<file path="config.mk">
export PLATFORM = sky130hd
export DESIGN_NAME = gin_mc_bus_flat
export DESIGN_NICKNAME = d
export VERILOG_FILES = /design/src/rtl/gin_pkg.sv /design/src/rtl/gin_mc_bus_if.sv /design/src/rtl/gin_mc_slot.sv /design/src/rtl/gin_mc_bus.sv /design/src/flat_wrapper.sv
export SDC_FILE = /design/constraint.sdc
export NUM_CORES = 1
export LEC_CHECK = 0
export ABC_CLOCK_PERIOD_IN_PS = 3300
export BUFFER_PORTS_ARGS = -buffer_cell sky130_fd_sc_hd__buf_2
export CORE_ASPECT_RATIO = 1.4
export CORE_MARGIN = 1.5
export CORE_UTILIZATION = 58
export CTS_BUF_LIST = sky130_fd_sc_hd__clkbuf_8
export DETAILED_ROUTE_END_ITERATION = 8
export GPL_TIMING_DRIVEN = 0
export PLACE_DENSITY = 0.83
export SYNTH_ARGS = -nofsm -noshare
export SYNTH_HDL_FRONTEND = slang
export SYNTH_SLANG_ARGS = --single-unit
</file>
<file path="constraint.sdc">
create_clock -name i_clk -period 3.3 [get_ports i_clk]
set_clock_uncertainty 0.1 [all_clocks]
set_input_delay 0.66 -clock i_clk [delete_from_list [all_inputs] [get_ports i_clk]]
set_output_delay 0.66 -clock i_clk [all_outputs]
set_load 0.05 [all_outputs]
</file>
<file path="src/rtl/gin_pkg.sv">
// Shared definitions for the global input network multicast bus.
package gin_pkg;

  localparam int unsigned DEF_ID_WIDTH       = 5;
  localparam int unsigned DEF_DATA_BITWIDTH  = 8;
  localparam int unsigned DEF_NUM_PE         = 12;
  localparam int unsigned DEF_DROP_CNT_WIDTH = 16;

  localparam logic [DEF_ID_WIDTH-1:0] BCAST_TAG = '1;

  typedef enum logic {
    CFG = 1'b0,
    RUN = 1'b1
  } state_e;

endpackage

</file>
<file path="src/rtl/gin_mc_bus_if.sv">
// Upstream stream, ID config and per-PE fan-out signals of one multicast bus.
interface gin_mc_bus_if
  import gin_pkg::*;
#(
  parameter int unsigned DATA_BITWIDTH  = DEF_DATA_BITWIDTH,
  parameter int unsigned ID_WIDTH       = DEF_ID_WIDTH,
  parameter int unsigned NUM_PE         = DEF_NUM_PE,
  parameter int unsigned DROP_CNT_WIDTH = DEF_DROP_CNT_WIDTH
);

  logic                            i_cfg_clear;
  logic                            i_id_cfg_valid;
  logic [ID_WIDTH-1:0]             i_id_cfg_data;
  logic                            o_cfg_done;
  logic [ID_WIDTH-1:0]             i_tag;
  logic [DATA_BITWIDTH-1:0]        i_data;
  logic                            i_valid;
  logic                            o_ready;
  logic [NUM_PE*DATA_BITWIDTH-1:0] o_pe_data;
  logic [NUM_PE-1:0]               o_pe_valid;
  logic [NUM_PE-1:0]               i_pe_ready;
  logic [DROP_CNT_WIDTH-1:0]       o_drop_cnt;
  logic                            o_busy;

  modport master (
    output i_cfg_clear, i_id_cfg_valid, i_id_cfg_data,
    output i_tag, i_data, i_valid, i_pe_ready,
    input  o_cfg_done, o_ready, o_pe_data, o_pe_valid, o_drop_cnt, o_busy
  );

  modport slave (
    input  i_cfg_clear, i_id_cfg_valid, i_id_cfg_data,
    input  i_tag, i_data, i_valid, i_pe_ready,
    output o_cfg_done, o_ready, o_pe_data, o_pe_valid, o_drop_cnt, o_busy
  );

endinterface

</file>
<file path="src/rtl/gin_mc_slot.sv">
// One-entry valid/ready output register feeding a single PE input FIFO.
module gin_mc_slot
  import gin_pkg::*;
#(
  parameter int unsigned DATA_BITWIDTH = DEF_DATA_BITWIDTH
) (
  input  logic                     clk,
  input  logic                     rst_n,
  input  logic                     load,
  input  logic [DATA_BITWIDTH-1:0] wdata,
  input  logic                     ready,
  output logic                     valid,
  output logic [DATA_BITWIDTH-1:0] rdata,
  output logic                     free
);

  // Free when empty or draining this cycle, so a refill can overlap the drain.
  assign free = ~valid | ready;

  always_ff @(posedge clk or negedge rst_n) begin
    if (!rst_n) begin
      valid <= 1'b0;
      rdata <= '0;
    end else if (load) begin
      valid <= 1'b1;
      rdata <= wdata;
    end else if (ready) begin
      valid <= 1'b0;
    end
  end

endmodule

</file>
<file path="src/rtl/gin_mc_bus.sv">
// Tagged multicast from the global buffer to a row of PEs with all-or-nothing
// acceptance, serially loaded PE IDs and a saturating dropped-word counter.
module gin_mc_bus
  import gin_pkg::*;
#(
  parameter int unsigned DATA_BITWIDTH  = DEF_DATA_BITWIDTH,
  parameter int unsigned ID_WIDTH       = DEF_ID_WIDTH,
  parameter int unsigned NUM_PE         = DEF_NUM_PE,
  parameter int unsigned DROP_CNT_WIDTH = DEF_DROP_CNT_WIDTH
) (
  input  logic        i_clk,
  input  logic        i_rst,
  gin_mc_bus_if.slave bus
);

  localparam int unsigned IDX_W = (NUM_PE > 1) ? $clog2(NUM_PE) : 1;
  localparam logic [IDX_W-1:0]          LAST_IDX = IDX_W'(NUM_PE - 1);
  localparam logic [ID_WIDTH-1:0]       ALL_ONES = {ID_WIDTH{1'b1}};
  localparam logic [DROP_CNT_WIDTH-1:0] DROP_MAX = {DROP_CNT_WIDTH{1'b1}};

  state_e                          state;
  logic [IDX_W-1:0]                idx;
  logic                            cfg_done;
  logic [ID_WIDTH-1:0]             id_reg [NUM_PE];
  logic [DROP_CNT_WIDTH-1:0]       drop_cnt;
  logic [NUM_PE-1:0]               match;
  logic [NUM_PE-1:0]               slot_free;
  logic [NUM_PE-1:0]               load;
  logic [NUM_PE-1:0]               pe_valid;
  logic [NUM_PE*DATA_BITWIDTH-1:0] pe_data;
  logic                            cfg_write;
  logic                            ready;
  logic                            accept;

  // Clear has priority over a same-cycle ID write.
  assign cfg_write = (state == CFG) & bus.i_id_cfg_valid & ~bus.i_cfg_clear;

  always_ff @(posedge i_clk or negedge i_rst) begin
    if (!i_rst) begin
      state    <= CFG;
      idx      <= '0;
      cfg_done <= 1'b0;
    end else if (bus.i_cfg_clear) begin
      state    <= CFG;
      idx      <= '0;
      cfg_done <= 1'b0;
    end else if (cfg_write) begin
      if (idx == LAST_IDX) begin
        state    <= RUN;
        cfg_done <= 1'b1;
      end else begin
        idx <= idx + IDX_W'(1);
      end
    end
  end

  // IDs survive a reconfiguration request until rewritten.
  always_ff @(posedge i_clk or negedge i_rst) begin
    if (!i_rst) begin
      for (int k = 0; k < int'(NUM_PE); k++) id_reg[k] <= '0;
    end else if (cfg_write) begin
      id_reg[idx] <= bus.i_id_cfg_data;
    end
  end

  always_comb begin
    match = '0;
    for (int k = 0; k < int'(NUM_PE); k++) begin
      match[k] = (bus.i_tag == id_reg[k]) | (bus.i_tag == ALL_ONES);
    end
  end

  // A word is taken only if every matched PE can take it; no match is always taken.
  assign ready  = (state == RUN) & (&(~match | slot_free));
  assign accept = bus.i_valid & ready;
  assign load   = match & {NUM_PE{accept}};

  always_ff @(posedge i_clk or negedge i_rst) begin
    if (!i_rst) begin
      drop_cnt <= '0;
    end else if (accept && (match == '0) && (drop_cnt != DROP_MAX)) begin
      drop_cnt <= drop_cnt + DROP_CNT_WIDTH'(1);
    end
  end

  for (genvar k = 0; k < NUM_PE; k++) begin : g_slot
    gin_mc_slot #(
      .DATA_BITWIDTH(DATA_BITWIDTH)
    ) u_slot (
      .clk   (i_clk),
      .rst_n (i_rst),
      .load  (load[k]),
      .wdata (bus.i_data),
      .ready (bus.i_pe_ready[k]),
      .valid (pe_valid[k]),
      .rdata (pe_data[k*DATA_BITWIDTH +: DATA_BITWIDTH]),
      .free  (slot_free[k])
    );
  end

  assign bus.o_ready    = ready;
  assign bus.o_cfg_done = cfg_done;
  assign bus.o_pe_valid = pe_valid;
  assign bus.o_pe_data  = pe_data;
  assign bus.o_drop_cnt = drop_cnt;
  assign bus.o_busy     = |pe_valid;

endmodule

</file>
<file path="src/flat_wrapper.sv">
// flat-port wrapper written by rule: the top's interface ports become plain ports
module gin_mc_bus_flat import gin_pkg::*;
#(
  parameter int unsigned DATA_BITWIDTH  = DEF_DATA_BITWIDTH,
  parameter int unsigned ID_WIDTH       = DEF_ID_WIDTH,
  parameter int unsigned NUM_PE         = DEF_NUM_PE,
  parameter int unsigned DROP_CNT_WIDTH = DEF_DROP_CNT_WIDTH
)
  (i_clk, i_rst, bus_i_cfg_clear, bus_i_id_cfg_valid, bus_i_id_cfg_data, bus_i_tag, bus_i_data, bus_i_valid, bus_i_pe_ready, bus_o_cfg_done, bus_o_ready, bus_o_pe_data, bus_o_pe_valid, bus_o_drop_cnt, bus_o_busy);
  gin_mc_bus_if #(.DATA_BITWIDTH(DATA_BITWIDTH), .ID_WIDTH(ID_WIDTH), .NUM_PE(NUM_PE), .DROP_CNT_WIDTH(DROP_CNT_WIDTH)) bus_i ();
  input  logic i_clk;
  input  logic i_rst;
  input wire logic [$bits(bus_i.i_cfg_clear)-1:0] bus_i_cfg_clear;
  input wire logic [$bits(bus_i.i_id_cfg_valid)-1:0] bus_i_id_cfg_valid;
  input wire logic [$bits(bus_i.i_id_cfg_data)-1:0] bus_i_id_cfg_data;
  input wire logic [$bits(bus_i.i_tag)-1:0] bus_i_tag;
  input wire logic [$bits(bus_i.i_data)-1:0] bus_i_data;
  input wire logic [$bits(bus_i.i_valid)-1:0] bus_i_valid;
  input wire logic [$bits(bus_i.i_pe_ready)-1:0] bus_i_pe_ready;
  output wire logic [$bits(bus_i.o_cfg_done)-1:0] bus_o_cfg_done;
  output wire logic [$bits(bus_i.o_ready)-1:0] bus_o_ready;
  output wire logic [$bits(bus_i.o_pe_data)-1:0] bus_o_pe_data;
  output wire logic [$bits(bus_i.o_pe_valid)-1:0] bus_o_pe_valid;
  output wire logic [$bits(bus_i.o_drop_cnt)-1:0] bus_o_drop_cnt;
  output wire logic [$bits(bus_i.o_busy)-1:0] bus_o_busy;
  assign bus_i.i_cfg_clear = bus_i_cfg_clear;
  assign bus_i.i_id_cfg_valid = bus_i_id_cfg_valid;
  assign bus_i.i_id_cfg_data = bus_i_id_cfg_data;
  assign bus_i.i_tag = bus_i_tag;
  assign bus_i.i_data = bus_i_data;
  assign bus_i.i_valid = bus_i_valid;
  assign bus_i.i_pe_ready = bus_i_pe_ready;
  assign bus_o_cfg_done = bus_i.o_cfg_done;
  assign bus_o_ready = bus_i.o_ready;
  assign bus_o_pe_data = bus_i.o_pe_data;
  assign bus_o_pe_valid = bus_i.o_pe_valid;
  assign bus_o_drop_cnt = bus_i.o_drop_cnt;
  assign bus_o_busy = bus_i.o_busy;
  gin_mc_bus #(.DATA_BITWIDTH(DATA_BITWIDTH), .ID_WIDTH(ID_WIDTH), .NUM_PE(NUM_PE), .DROP_CNT_WIDTH(DROP_CNT_WIDTH)) u_core (.i_clk(i_clk), .i_rst(i_rst), .bus(bus_i));
endmodule
</file>
## Word level (Yosys, flattened, before mapping)

Cells that the tools add are included.

- Bits of input ports: 35
- Word-level logic and storage cells: 160
- Bits in registers: 189
- Output and inout bits: 127

- Equality and inequality tests: 16
- Reductions and logical operators: 22
- Magnitude comparators: 2
- Add/subtract/negate cells: 2
- Bitwise gates (word level): 46
- Mux-type cells: 33

Operators by type and width:

| cell | number |
|---|---|
| $bwmux W60 | 1 |
| $eq A5 B5 Y1 | 12 |
| $reduce_bool A2 Y1 | 14 |
| $mux W1 | 27 |
| $or A1 B1 Y1 | 24 |
| $demux W5 S4 | 1 |
| $add A16 B1 Y16 const B | 1 |
| $ne A16 B16 Y1 const B | 1 |
| $not A1 Y1 | 14 |
| $and A12 B12 Y12 | 1 |
| $logic_not A12 Y1 | 1 |
| $mux W4 | 3 |
| $not A12 Y12 | 1 |
| $or A12 B12 Y12 | 1 |
| $reduce_and A12 Y1 | 1 |
| $reduce_or A12 Y1 | 1 |
| $eq A5 B5 Y1 const B | 1 |
| $ge A5 B5 Y1 const B | 1 |
| $lt A5 B1 Y1 const B | 1 |
| $mux W5 | 1 |
| $not A4 Y5 | 1 |
| $add A4 B1 Y4 const B | 1 |
| $and A1 B1 Y1 | 4 |
| $eq A4 B4 Y1 const B | 1 |
| other kinds (3) | 6 |

## Depth between registers and ports, before layout

Gate-level depths: netlist of run 1.

- Word-level depth: 9
- Gate-level depth with buffers: 12
- Mapped depth without buffers: 8

## Modules after synthesis

From an unflattened synthesis of run 1, not the netlist that was laid out.

- Cell total of the unflattened synthesis: 614
- Area total of the unflattened synthesis: 8,821.0 um^2

By module, submodules not included:

| module | cells an instance | seq. area each (um^2) | area an instance (um^2) | times used |
|---|---|---|---|---|
| gin_mc_slot | 20 | 225.2 | 369.1 | 12 |
| gin_mc_bus | 374 | 2,026.9 | 4,391.7 | 1 |

## Worst setup path after synthesis of run 1

OpenSTA, ideal clock, no wires.

- Kind: input port to output port
- From: in bus_i_tag[3]
- To: out bus_o_ready
- Slack: -0.766 ns
- Stages: 8
- Required time: 2.540 ns
- Arrival: 3.306 ns
- Buffers on the path: 2
- Path through: buf_4 -> buf_12 -> xor2_1 -> nor3_1 -> nand3_1 -> o221ai_1 -> or3_1 -> nor4_1

- Word-level cells in the longest chain between the ends: 6
- Elaborated cells between the ends (all ways): 29
- Those cells by class: eq/ne: 13; bitwise: 15; reduce/logical: 1

RTL lines:

| element | RTL line | source |
|---|---|---|
| start: declaration | flat_wrapper.sv:16 | `input wire logic [$bits(bus_i.i_tag)-1:0] bus_i_tag;` |
| $eq A5 B5 Y1 | gin_mc_bus.sv:69 | `match[k] = (bus.i_tag == id_reg[k]) \| (bus.i_tag == ALL_ONES);` |
| $or A1 B1 Y1 | gin_mc_bus.sv:69 |  |
| $not A12 Y12 * | gin_mc_bus.sv:74 | `assign ready = (state == RUN) & (&(~match \| slot_free));` |
| $or A12 B12 Y12 * | gin_mc_bus.sv:74 |  |
| $reduce_and A12 Y1 * | gin_mc_bus.sv:74 |  |
| $and A1 B1 Y1 * | gin_mc_bus.sv:74 |  |
| end: declaration | flat_wrapper.sv:21 | `output wire logic [$bits(bus_i.o_ready)-1:0] bus_o_ready;` |

Every way passes the cells marked *; elsewhere a longest branch is shown, timed or not.

## Worst setup path after layout of run 1

- From: in bus_i_tag[4]
- To: out bus_o_ready

Same word-level chain as after synthesis.

==> results of run 1 <==
[stage by stage]
stage,setup TNS [ps],utilization [%]
global placement,-261070,66.4
global route,-656,70.5
finish,0,70.5
floorplan,0,-
CTS,0,69.5
detailed placement,-28080,66.7
[cells in the mapped netlist (2+ instances only)]
| cell type | count |
|---|---|
| mux2_4 | 16 |
| nand2_1 | 29 |
| dfrtp_1 | 189 |
| buf_4 | 15 |
| ha_1 | 5 |
| inv_1 | 16 |
| o21ai_0 | 3 |
| and3_1 | 9 |
| nor2_1 | 7 |
| nand4_1 | 14 |
| xor2_1 | 39 |
| a21oi_2 | 4 |
| clkbuf_1 | 16 |
| nand2b_1 | 6 |
| buf_6 | 5 |
| nand3_2 | 6 |
| nor4_1 | 6 |
| buf_12 | 2 |
| nand4b_1 | 2 |
| nand3_1 | 10 |
| nor3_1 | 14 |
| a21oi_4 | 8 |
| mux2_2 | 143 |
| o22ai_1 | 4 |
| a21o_1 | 11 |
| xnor2_1 | 36 |
[worst max-delay path: stages]
cell,delay [ps]
buf_4,140
buf_6,200
xor2_1,160
nor3_1,70
nand3_2,160
o221ai_1,160
or3_4,430
nor4_4,320
buf_6,210
[report_power, final]
part | internal (mW) | switching (mW) | total, mW | leakage [nW]
sequential | 2.43 | 0.0851 | 2.52 | 2.60
combinational | 0.228 | 0.355 | 0.583 | 2.64
clock | 0.585 | 0.913 | 1.50 | 0.191
[logic make-up (layout without fill, tap and decap cells)]
family,Yosys count,after routing
buf+inv,56,252
mux,160,160
simple gates,111,111
flops,189,189
fa+ha+maj,5,5
compound gates,35,35
other cells,0,1
xor+xnor,76,76
[final timing paths]
kind | from | to | cells after the start
max | bus_i_tag[4] | bus_o_ready | 9
min | i_rst | u_core.g_slot[2].u_slot.rdata[5] | 1
max reg2reg | u_core.g_slot[8].u_slot.valid | u_core.g_slot[4].u_slot.rdata[2] | 9
min reg2reg | u_core.bus.o_drop_cnt[5] | u_core.bus.o_drop_cnt[5] | 1
max in group asynchronous | i_rst | u_core.id_reg[11] | 2
min in group i_clk | bus_i_data[1] | u_core.g_slot[2].u_slot.rdata[1] | 2
[cell type report]
cell class,instances,area [µm²]
antenna,1,2.50
sequential,189,4730
buffer,40,287
fill,937,4280
timing repair buffer,164,937
clock buffer,18,248
multi-input combinational,387,3590
clock inverter,14,146
inverter,16,60.1
tap,189,236
[metal layers]
| layer | vias up | routed length (µm) |
|---|---|---|
| li1 | 2556 | - |
| met1 | 2917 | 7850 |
| met2 | 247 | 11100 |
| met3 | 46 | 1120 |
| met4 | 0 | 462 |
| met5 | - | 0 |
[timing repair]
action / CTS / global route
endpoints found under the setup margin: 1 / 52
pin swaps: 1 / 2
hold endpoints to repair: 0 / 0
gates resized for setup: 3 / 7
setup buffers: 0 / 6
==> results.md, run 1 <==
* Status: finished clean
* Final setup violation count at 0
* Vias/cell at 5.66
* Number of synthesized flops with an enable pin at 0
* Ratio of cells with drive above 1 in the final layout at 48.7%
* Met1 Use GR at 32.0%
* Placed Cells at 979
* Vias in the first global route at 6,097
* P per Cell Area at 450 nW/µm²
* HP Class: input pin to async pin
* Total wire length at 20.6 mm
* Die Ht at 147 µm
* Commonest cells after routing, fill and taps aside: 189 x dfrtp_1, 156 x buf_2, 143 x mux2_2, 39 x xor2_1, 36 x xnor2_1
* Cell area after layout at 10,200 µm²
* Root buf cell: clkbuf_8
* Total core area at 14,500 µm²
* Synthesized area at 8600 µm²
* Htree depth at 4
* Gr busiest metal: met2
* Synth Area in XOR/XNOR at 7.82%
* LEAKAGE at 5.43 nW
* Reg2reg setup slack at 70 ps
* Met2 Usage GRT at 50.1%
* CP startpoint kind: input pin
* Num CTS Buffers at 17
* Io pins at 162
* Final WS setup at 26.6 ps
* Hold_buf cts at 0
* Area contributors post-synth: dfrtp_1 55%, mux2_2 19%, xor2_1 4.0%
* Seq/Total Area, Yosys at 55.0%
* Met3 GRT Util at 4.75%
* Maximum VDD drop at 0.268 mV
* Post-synthesis mux area share at 21.6%
* Final ANT Viol Nets at 0
* Drt wl/cell at 20.2 µm
* Clock latency on the worst-skew pair at 460 ps
* Predominant post-synthesis flop cell: dfrtp_1
* Endpoint class of the critical path: primary output
* Final Max Slew Viols at 0
* Worst endpoint data arrival time at 2510 ps
* DP Worst Slack at -337 ps
* Netlist cell types at 43
* GRT Total Usage at 27.3%
* Routability Congestion at 0.917
* Max reg flops at 96
* Residual DRC at 0
* Starting Density at 59.3%
* First-pass GRT wire length at 32.6 mm
* Final Hold Viols at 0
* Syn avg cell area at 13.6 µm²
* Yosys warnings at 0
* Pin count of the biggest net entering global routing at 108
* #FFs+latches synth at 189
* Worst-path maximum fanout at 10
* CTS sink cnt at 189
* Setup CP Type: input pin to primary output
* Die footprint at 15,600 µm²
* Site Rows at 52
* Max Clock Freq at 305 MHz
* Critical Path RT at 2540 ps
* Post-synthesis simple-gate area fraction at 7.17%
* Largest family of logic cells by synthesized area: multiplexers
* Share of the synthesized area in the top cell type at 55.0%
* RSZ-0062 raised after global routing: yes
* Post-Synth Adder-Cell Area at 0.727%
* Final period util at 99.2%
* Final Non-Filler Cells at 1,018
* CTS Buffer Depth at 2
* DRT iter0 DRCs at 292
* Syn-to-layout area delta at 18.9%
* Chip width at 106 µm
* Most common cell after layout, fill and taps aside: dfrtp_1
* Port buffer count at 157
* Post-synthesis compound-gate area fraction at 3.75%
* Syn Inst Count at 632
* CTS tree: yes
* Hpwl dp at 15.0 mm
* Rel. slew slack at 27.1%
* Final min period at 3270 ps
* Post-synth net total at 672
* Overflow after GRT at 0
* Power, Total at 4.60 mW
* Least-Margin Pin Slew at 1090 ps
* # nets final at 855
* Max Cap Viol at 0
* Detailed-route via count at 5,766
* Clock Pin Slew Worst Setup and Hold Paths at 110 ps
* Yosys top cell by area: dfrtp_1
* Cell Area, Placed at 9680 µm²
* Hold_ws at 116 ps
* First-pass iteration count of the detailed router at 5
* Initial antenna violation count at 1
* Post-synth ARST share at 100%
(Power assumes the default switching activity.)
==> inputs of run 2 (changes only) <==
--- a/config.mk
+++ b/config.mk
@@ -14,6 +14,7 @@
 export DETAILED_ROUTE_END_ITERATION = 8
 export GPL_TIMING_DRIVEN = 0
 export PLACE_DENSITY = 0.83
+export REMOVE_ABC_BUFFERS = 1
 export SYNTH_ARGS = -nofsm -noshare
 export SYNTH_HDL_FRONTEND = slang
 export SYNTH_SLANG_ARGS = --single-unit
==> run 2 against run 1 <==
Fmax is 2.0% higher; combinational power is 2% lower; via count is 0.82% lower; worst setup slack better by 63 ps; sequential power hardly changed; cell count is 2.8% lower; non-clock buffer count is 29 lower; register-to-register slack better by 110 ps; sequential share of layout area is 0.34 points higher; design area is 0.72% lower; critical path depth is 1 lower; critical path type unchanged; largest cell class unchanged.
==> results.md, run 2 (synthesis results as in run 1) <==
* Cell Area, Placed at 9410 µm²
* R2R cell count at 8
* Die footprint at 15,600 µm²
* Max Clock Freq at 312 MHz
* Hpwl dp at 14.1 mm
* P per Cell Area at 464 nW/µm²
* Power, Total at 4.71 mW
* Final setup violation count at 0
* Pin count of the biggest net entering global routing at 111
* Port buffer count at 161
* Placed Cells at 943
* Most common cell after layout, fill and taps aside: dfrtp_1
* Commonest cells after routing, fill and taps aside: 189 x dfrtp_1, 154 x buf_2, 143 x mux2_2, 39 x xor2_1, 36 x xnor2_1
* Cell area after layout at 10,200 µm²
* CTS tree: yes
* CP Capture Point: bus_o_ready
* Ratio of cells with drive above 1 in the final layout at 48.6%
* Routability Congestion at 0.891
* Hold_buf cts at 0
* Hold_ws at 42.5 ps
* Htree depth at 4
* Final Hold Viols at 0
* Slowest library cell on the worst path: nor4_4
* Worst-path cell chain: buf_4 -> and3_1 -> nand3_4 -> nand2_1 -> o31ai_1 -> o21ai_0 -> nor4_4 -> buf_6
* Final period util at 97.3%
* Critical Path RT at 2540 ps
* Clock Pin Slew Worst Setup and Hold Paths at 100 ps
* Detailed-route via count at 5,719
* Clock latency on the worst-skew pair at 460 ps
* Max reg flops at 96
* HP Class: input pin to async pin
* Util after Layout at 70.0%
* Initial antenna violation count at 1
* Endpoint class of the critical path: primary output
* Worst endpoint data arrival time at 2450 ps
* Worst R2R End: u_core.g_slot[0].u_slot.rdata[1]
* Site Rows at 52
* Vias/cell at 5.78
* Max Cap Viol at 0
* Maximum VDD drop at 0.362 mV
* Io pins at 162
* FF-to-FF Start: u_core.g_slot[2].u_slot.valid
* Worst Path Buf+Inv at 2
* GRT Total Usage at 26.3%
* Starting Density at 59.3%
* # nets final at 826
* Total core area at 14,500 µm²
* DRT iter0 DRCs at 345
* Total wire length at 20.4 mm
* Vias in the first global route at 5,894
* CP max stage delay at 340 ps
* CTS Buffer Depth at 2
* Status: finished clean
* First-pass GRT wire length at 31.2 mm
* Final WS setup at 89.8 ps
* Syn-to-layout area delta at 18.1%
* RSZ-0062 raised after global routing: no
* Rel. slew slack at 49.3%
* Num CTS Buffers at 17
* Overflow after GRT at 0
* CTS sink cnt at 189
* LEAKAGE at 5.38 nW
* Final ANT Viol Nets at 0
* Setup CP Type: input pin to primary output
* Residual DRC at 0
* Reg2reg setup slack at 180 ps
* Fin Setup TNS at 0 ps
* Final Non-Filler Cells at 989
* Final Max Slew Viols at 0
* Least-Margin Pin Slew at 755 ps
* Die Ht at 147 µm
* Chip width at 106 µm
* Worst path depth at 8
* CP startpoint kind: input pin
* Final min period at 3210 ps
* First-pass iteration count of the detailed router at 5
* Root buf cell: clkbuf_8
* Critical path origin: bus_i_tag[2]
* DP Worst Slack at -948 ps
* Crit path max-delay family: simple AND/OR/NAND/NOR gates
* Worst-path maximum fanout at 14
* Drt wl/cell at 20.6 µm
[run 2: how the worst min path moves through the flow]
stage                        startpoint                                to  slack, ps
3_5_place_dp   u_core.bus.o_drop_cnt[5]          u_core.bus.o_drop_cnt[5]        380
3_3_place_gp   u_core.bus.o_drop_cnt[7]          u_core.bus.o_drop_cnt[7]        370
4_1_cts                           i_rst  u_core.g_slot[7].u_slot.rdata[1]         50
5_1_grt                           i_rst  u_core.g_slot[7].u_slot.rdata[1]         60
2_1_floorplan                     i_rst          u_core.bus.o_drop_cnt[0]        260
6_report                          i_rst  u_core.g_slot[7].u_slot.rdata[1]         40
[run 2: what timing repair did]
action / 4_1_cts / 5_1_grt
setup buffers: 5 / 8
endpoints found under the setup margin: 119 / 78
resized for setup: 19 / 2
pin swaps: 0 / 1
[run 2: layout make-up]
class	count	area, µm²
inverter	16	60.1
sequential	189	4730
clock buffer	18	248
antenna	1	2.50
tap	189	236
timing repair buffer	175	1100
fill	939	4350
clock inverter	14	181
multi-input combinational	387	3600
[run 2: worst register-to-register path, cell delays in order (launching register included)]
cell      delay [ps]
dfrtp_1          440
nand2b_1         150
and4_1           210
nand4_1          110
o31ai_1          290
or4b_1           570
or2_4            410
a21oi_4          350
mux2_2           390
[run 2: per-layer routing]
layer	up-vias	track usage [%]	part of all wire, %	wire length (µm)
met1	2956	31.8	39	8030
met2	229	46.2	53	10700
met5	-	0	0	0
li1	2495	-	-	-
met3	39	4.57	5.6	1130
met4	0	11.1	2.4	495
[run 2: power breakdown]
| part | leakage (nW) | total, mW | internal, mW | switching, mW |
|---|---|---|---|---|
| sequential | 2.60 | 2.52 | 2.43 | 0.0845 |
| clock | 0.219 | 1.62 | 0.786 | 0.837 |
| combinational | 2.56 | 0.573 | 0.218 | 0.355 |
| total | 5.38 | 4.71 | 3.44 | 1.28 |
